--- config.mk ---
export PLATFORM = sky130hd
export DESIGN_NAME = stage_mem_wb
export DESIGN_NICKNAME = d
export VERILOG_FILES = /design/src/rtl/stage_mem_wb.sv
export SDC_FILE = /design/constraint.sdc
export NUM_CORES = 1
export LEC_CHECK = 0
export CORE_MARGIN = 5
export CORE_UTILIZATION = 35
export CTS_CLUSTER_SIZE = 16
export DETAILED_ROUTE_END_ITERATION = 8
export PLACE_DENSITY = 0.51
export SYNTH_ARGS = -nofsm -noshare
export SYNTH_HDL_FRONTEND = slang
export SYNTH_SLANG_ARGS = --single-unit
--- constraint.sdc ---
create_clock -name clk -period 5.7 [get_ports clk]
set_input_delay 1.14 -clock clk [delete_from_list [all_inputs] [get_ports clk]]
set_output_delay 1.14 -clock clk [all_outputs]
set_load 0.1 [all_outputs]
--- src/rtl/stage_mem_wb.sv ---
// Pipeline back end: EX/MEM register, word-addressed data memory, MEM/WB register and write-back mux.
// Optional trap on misaligned loads/stores is enabled by defining MEM_MISALIGN_TRAP_EN.
module stage_mem_wb #(
  parameter int DMEM_DEPTH = 32,
  parameter int DMEM_AW    = 5
) (
  input  logic        clk,
  input  logic        reset,
  input  logic        inValid,
  input  logic [31:0] outAlu,
  input  logic        zeroAlu,
  input  logic [31:0] dataRt,
  input  logic [4:0]  inWriteReg,
  input  logic        memRead,
  input  logic        memWrite,
  input  logic        memToReg,
  input  logic        inRegWrite,
  input  logic        stall,
  input  logic        flush,
  output logic [31:0] writeData,
  output logic [4:0]  writeReg,
  output logic        regWrite,
  output logic        zeroMem,
  output logic        misalign
);

  logic        valid_m;
  logic [31:0] alu_m;
  logic        zero_m;
  logic [31:0] rt_m;
  logic [4:0]  reg_m;
  logic        mem_read_m;
  logic        mem_write_m;
  logic        mem_to_reg_m;
  logic        reg_write_m;

  logic        valid_w;
  logic [31:0] data_w;
  logic [4:0]  reg_w;
  logic        reg_write_w;

  logic [31:0] dmem [DMEM_DEPTH];

  logic [DMEM_AW-1:0] addr_m;
  logic [31:0]        rdata_m;
  logic [31:0]        result_m;
  logic               mis_m;
  logic               load_block;
  logic               store_en;

  // Byte address to word address; upper bits drop out so accesses wrap around the memory.
  assign addr_m   = alu_m[DMEM_AW+1:2];
  assign rdata_m  = dmem[addr_m];
  assign result_m = mem_to_reg_m ? rdata_m : alu_m;

`ifdef MEM_MISALIGN_TRAP_EN
  logic misalign_q;

  assign mis_m      = valid_m & (mem_read_m | mem_write_m) & (alu_m[1:0] != 2'b00);
  assign load_block = mis_m & mem_read_m;

  always_ff @(posedge clk or posedge reset) begin
    if (reset) begin
      misalign_q <= 1'b0;
    end else if (mis_m && !stall) begin
      misalign_q <= 1'b1;
    end
  end

  assign misalign = misalign_q;
`else
  logic unused_mem_read;

  assign unused_mem_read = mem_read_m;
  assign mis_m           = 1'b0;
  assign load_block      = 1'b0;
  assign misalign        = 1'b0;
`endif

  assign store_en = valid_m & mem_write_m & ~stall & ~mis_m;

  // A flush always inserts a bubble, even under stall, so a killed store can never commit.
  always_ff @(posedge clk or posedge reset) begin
    if (reset) begin
      valid_m      <= 1'b0;
      alu_m        <= '0;
      zero_m       <= 1'b0;
      rt_m         <= '0;
      reg_m        <= '0;
      mem_read_m   <= 1'b0;
      mem_write_m  <= 1'b0;
      mem_to_reg_m <= 1'b0;
      reg_write_m  <= 1'b0;
    end else if (flush) begin
      valid_m      <= 1'b0;
      alu_m        <= outAlu;
      zero_m       <= zeroAlu;
      rt_m         <= dataRt;
      reg_m        <= inWriteReg;
      mem_read_m   <= 1'b0;
      mem_write_m  <= 1'b0;
      mem_to_reg_m <= 1'b0;
      reg_write_m  <= 1'b0;
    end else if (!stall) begin
      valid_m      <= inValid;
      alu_m        <= outAlu;
      zero_m       <= zeroAlu;
      rt_m         <= dataRt;
      reg_m        <= inWriteReg;
      mem_read_m   <= memRead;
      mem_write_m  <= memWrite;
      mem_to_reg_m <= memToReg;
      reg_write_m  <= inRegWrite;
    end
  end

  // Memory write shares this block so a store whose edge meets reset assertion is dropped.
  always_ff @(posedge clk or posedge reset) begin
    if (reset) begin
      valid_w     <= 1'b0;
      data_w      <= '0;
      reg_w       <= '0;
      reg_write_w <= 1'b0;
    end else if (!stall) begin
      valid_w     <= valid_m;
      data_w      <= result_m;
      reg_w       <= reg_m;
      reg_write_w <= reg_write_m & ~load_block;
      if (store_en) begin
        dmem[addr_m] <= rt_m;
      end
    end
  end

  assign writeData = data_w;
  assign writeReg  = reg_w;
  assign regWrite  = valid_w & reg_write_w & (reg_w != 5'd0);
  assign zeroMem   = zero_m;

endmodule

==> summary.md <==
| Metric | Value |
|---|---|
| Max Slew Vio Count | 0 |
| Area added between synthesis and finish | 16.4% |
| Status | finished, final reports clean |
| Sequential power share | 51.7% |
| Num Clock Sinks | 1137 |
| Port Buffers | 116 |
| Path depth of the worst reg2reg path | 5 |
| Commonest non-fill, non-tap cell in the layout | edfxtp_1 |
| Post-CTS setup buffers | 0 |
| First-pass GRT wire length | 167 mm |
| Cells after Synth | 2406 |
| Syn Nets | 2485 |
| Commonest cells after routing, fill and taps aside | edfxtp_1 (1024), mux2i_1 (349), o22ai_1 (148), clkbuf_16 (118), clkdlybuf4s50_1 (115) |
| Final min period | 3.87 ns |
| Synth top area cells | edfxtp_1 (70%), mux2i_1 (8.0%), dfrtp_1 (6.4%) |
| Mapped Area | 43900 sq um |
| Hold Vio Cnt, Final | 0 |
| DR vias/cell | 5.23 |
| Max-cap viol count | 0 |
| Drt drc | 0 |
| # rows | 130 |
| Synth Flop Type | edfxtp_1 |
| Number of flops mapped to enable cells by yosys | 1024 |
| Maximum clock path buffer count | 3 |
| Psw | 4.31 mW |
| Total Routing Usage GR | 17.3% |
| Fraction of layout cells with a size suffix above 1 | 18.0% |
| Final WL | 116 mm |
| Clk pwr share | 40.5% |
| TritonCTS Buffers | 116 |
| Worst-margin pin slew | 1.28 ns |
| CP arrival | 2.73 ns |
| DR iter-0 viols | 1722 |
| CP endpoint kind | primary output |
| Slowest-stage cell, CP | clkdlybuf4s50_1 |
| Root Driver | clkbuf_16 |
| Slowest stage delay, CP | 0.97 ns |
| Boundary pin count | 119 |
| Clk Latency, worst-skew pair | 0.71 ns |
| CP max FO | 3 |
| Layout Cells excl Fill | 4346 |
| TNS Setup | 0 ns |
| Share of synthesized registers carrying an async set or reset | 9.94% |
| Max-Slew Margin vs Limit | 13.7% |
| Average wire per standard cell | 26.7 microns |
| PD cells | 358 nW/um^2 |
| Die Span Y | 364 microns |
| Post-synth top area cell | edfxtp_1 |
| Internal Power | 14.0 mW |
| Placed cell count | 4126 |
| Grt ovf | 0 |
| TritonRoute pass-1 iters | 5 |
| CTS tree | done |
| Hold_ws | 0.507 ns |
| Layout Cell Area excl Fill | 51100 sq um |
| Initial antenna violation count | 1 |
| Core area | 125000 sq um |
| Leak Pwr | 17.2 nW |
| Synth top area share | 70.0% |
| Number of global-route vias before repair | 23600 |
| Cell Chain, Critical Path | or3_1 > o311a_1 > clkdlybuf4s50_1 |
| Die width | 364 microns |
| R2R Path Start | alu_m[3] |
| CTS clk-pin slew, worst paths | 0.06 ns |
| RSZ-0062 raised after global routing | no |
| Vias | 22700 |
| Initial core utilization | 35.1% |
| Cts repair resizes | 0 |
| Yosys warnings | 0 |
| Die Area | 133000 sq um |
| Final period util | 67.8% |
| Avg Cell Area, Syn | 18.3 sq um |
| H-tree Lvls | 3 |
| GPL Wtd Cong | 0.781 |
| ANT nets after route | 0 |
| FF+latch count, synth | 1137 |
| Critical path class | flip-flop to primary output |
| Logic gate share of total power | 7.8% |
| Peak supply drop | 0.239 mV |
| Detail Placement HPWL | 71.0 mm |
| Number of nets in the layout | 2673 |
| Startpoint Class | flip-flop |
| Yosys cell types | 48 |
| Hold wc startpoint | reg_m[3] |
| Final setup vio count | 0 |
| Fin Clk Skew | 0.0228 ns |
| Fmax achieved | 0.259 GHz |
| DP Area | 47400 sq um |
| Hold depth | 1 |
| Largest net degree at the start of global routing | 114 |
| Sw frac | 23.6% |
| Type of the most critical hold path | flip-flop to flip-flop |
| CP required | 4.56 ns |
| Sequential share of the synthesized area | 76.4% |
| Post-CTS Hold Fix Bufs | 0 |
| CP startpoint | writeReg[1] |
[cell families after synthesis]
kind of cell | count (synthesis) | share of synthesized area (%)
simple gates | 279 | 3.29
buf+inv | 149 | 1.96
other cells | 1 | 0.00854
flops | 1137 | 76.4
compound gates | 326 | 4.50
mux | 514 | 13.8
[final timing paths]
path / to / slack, ns
min: reg_m[3] / 0.51
max reg2reg: writeData[22] / 2.04
min in group asynchronous: reg_m[0] / 1.00
max: regWrite / 1.83
min reg2reg: reg_m[3] / 0.51
max in group asynchronous: rt_m[8] / 3.54
[worst max-delay path, delay by kind of cell (launching register included)]
family                 cells  cell delay [ns]
AOI/OAI and AO/OA          1             0.29
buffers and inverters      1             0.97
DFF                        1             0.40
and+or+nand+nor            1             0.37
[cells in the mapped netlist, drive strengths merged, types with 3 or more instances]
| library cell | instances |
|---|---|
| or3 | 3 |
| a2111oi | 9 |
| mux2 | 102 |
| o22ai | 149 |
| or4 | 17 |
| nand4bb | 6 |
| clkbuf | 34 |
| mux2i | 349 |
| or4b | 3 |
| nand4 | 3 |
| o21ai | 53 |
| nor4 | 25 |
| nor2b | 23 |
| a21oi | 66 |
| nor2 | 109 |
| inv | 9 |
| nand2 | 49 |
| or2 | 5 |
| nor3 | 18 |
| a221oi | 9 |
| mux4 | 63 |
| nand2b | 8 |
| a211oi | 10 |
| a31oi | 21 |
| edfxtp | 1024 |
| and2 | 3 |
| nand4b | 5 |
| dfrtp | 113 |
| buf | 106 |
[cell type report]
| cell class | instances | area, sq um |
|---|---|---|
| Tap cell | 1650 | 2060 |
| Clock inverter | 47 | 443 |
| Clock buffer | 172 | 3300 |
| Antenna cell | 1 | 2.50 |
| Sequential cell | 1137 | 33600 |
| Inverter | 9 | 38.8 |
| Timing Repair Buffer | 210 | 1940 |
| Fill cell | 11200 | 74100 |
| Multi-Input combinational cell | 1120 | 9740 |
[per-layer routing]
metal	wire, microns	share of wire [%]	up-vias	GRT usage, %
li1	-	-	10000	-
met1	48700	42	12000	22.3
met2	59100	51	531	30.2
met3	4710	4.1	185	2.67
met4	3580	3.1	0	5.29
met5	0	0	-	0
[flip-flops by register name (all words and copies together), names as in the netlist, 5 cells and up]
name / cells
alu_m: 32
dmem: 1024
reg_m: 5
rt_m: 32
writeData: 32
writeReg: 5
[stage by stage]
step           power [mW]  utilization, %  setup slack, ns
6_report             18.3            40.8             1.83
5_1_grt              18.9            40.8             1.76
4_1_cts              18.5            40.8             1.77
3_5_place_dp         11.1            37.8             1.30
3_3_place_gp         11.1            37.8             1.35
2_1_floorplan        10.5               -             1.15
[power by group through the flow]
| stage | clock (mW) | combinational, mW | sequential (mW) |
|---|---|---|---|
| after floorplan | 0 | 0.693 | 9.82 |
| after global placement | 0 | 1.43 | 9.63 |
| after detailed placement | 0 | 1.44 | 9.64 |
| after CTS | 7.58 | 1.45 | 9.46 |
| after global routing | 7.91 | 1.50 | 9.48 |
| final | 7.40 | 1.42 | 9.46 |
(Power assumes the default switching activity.)
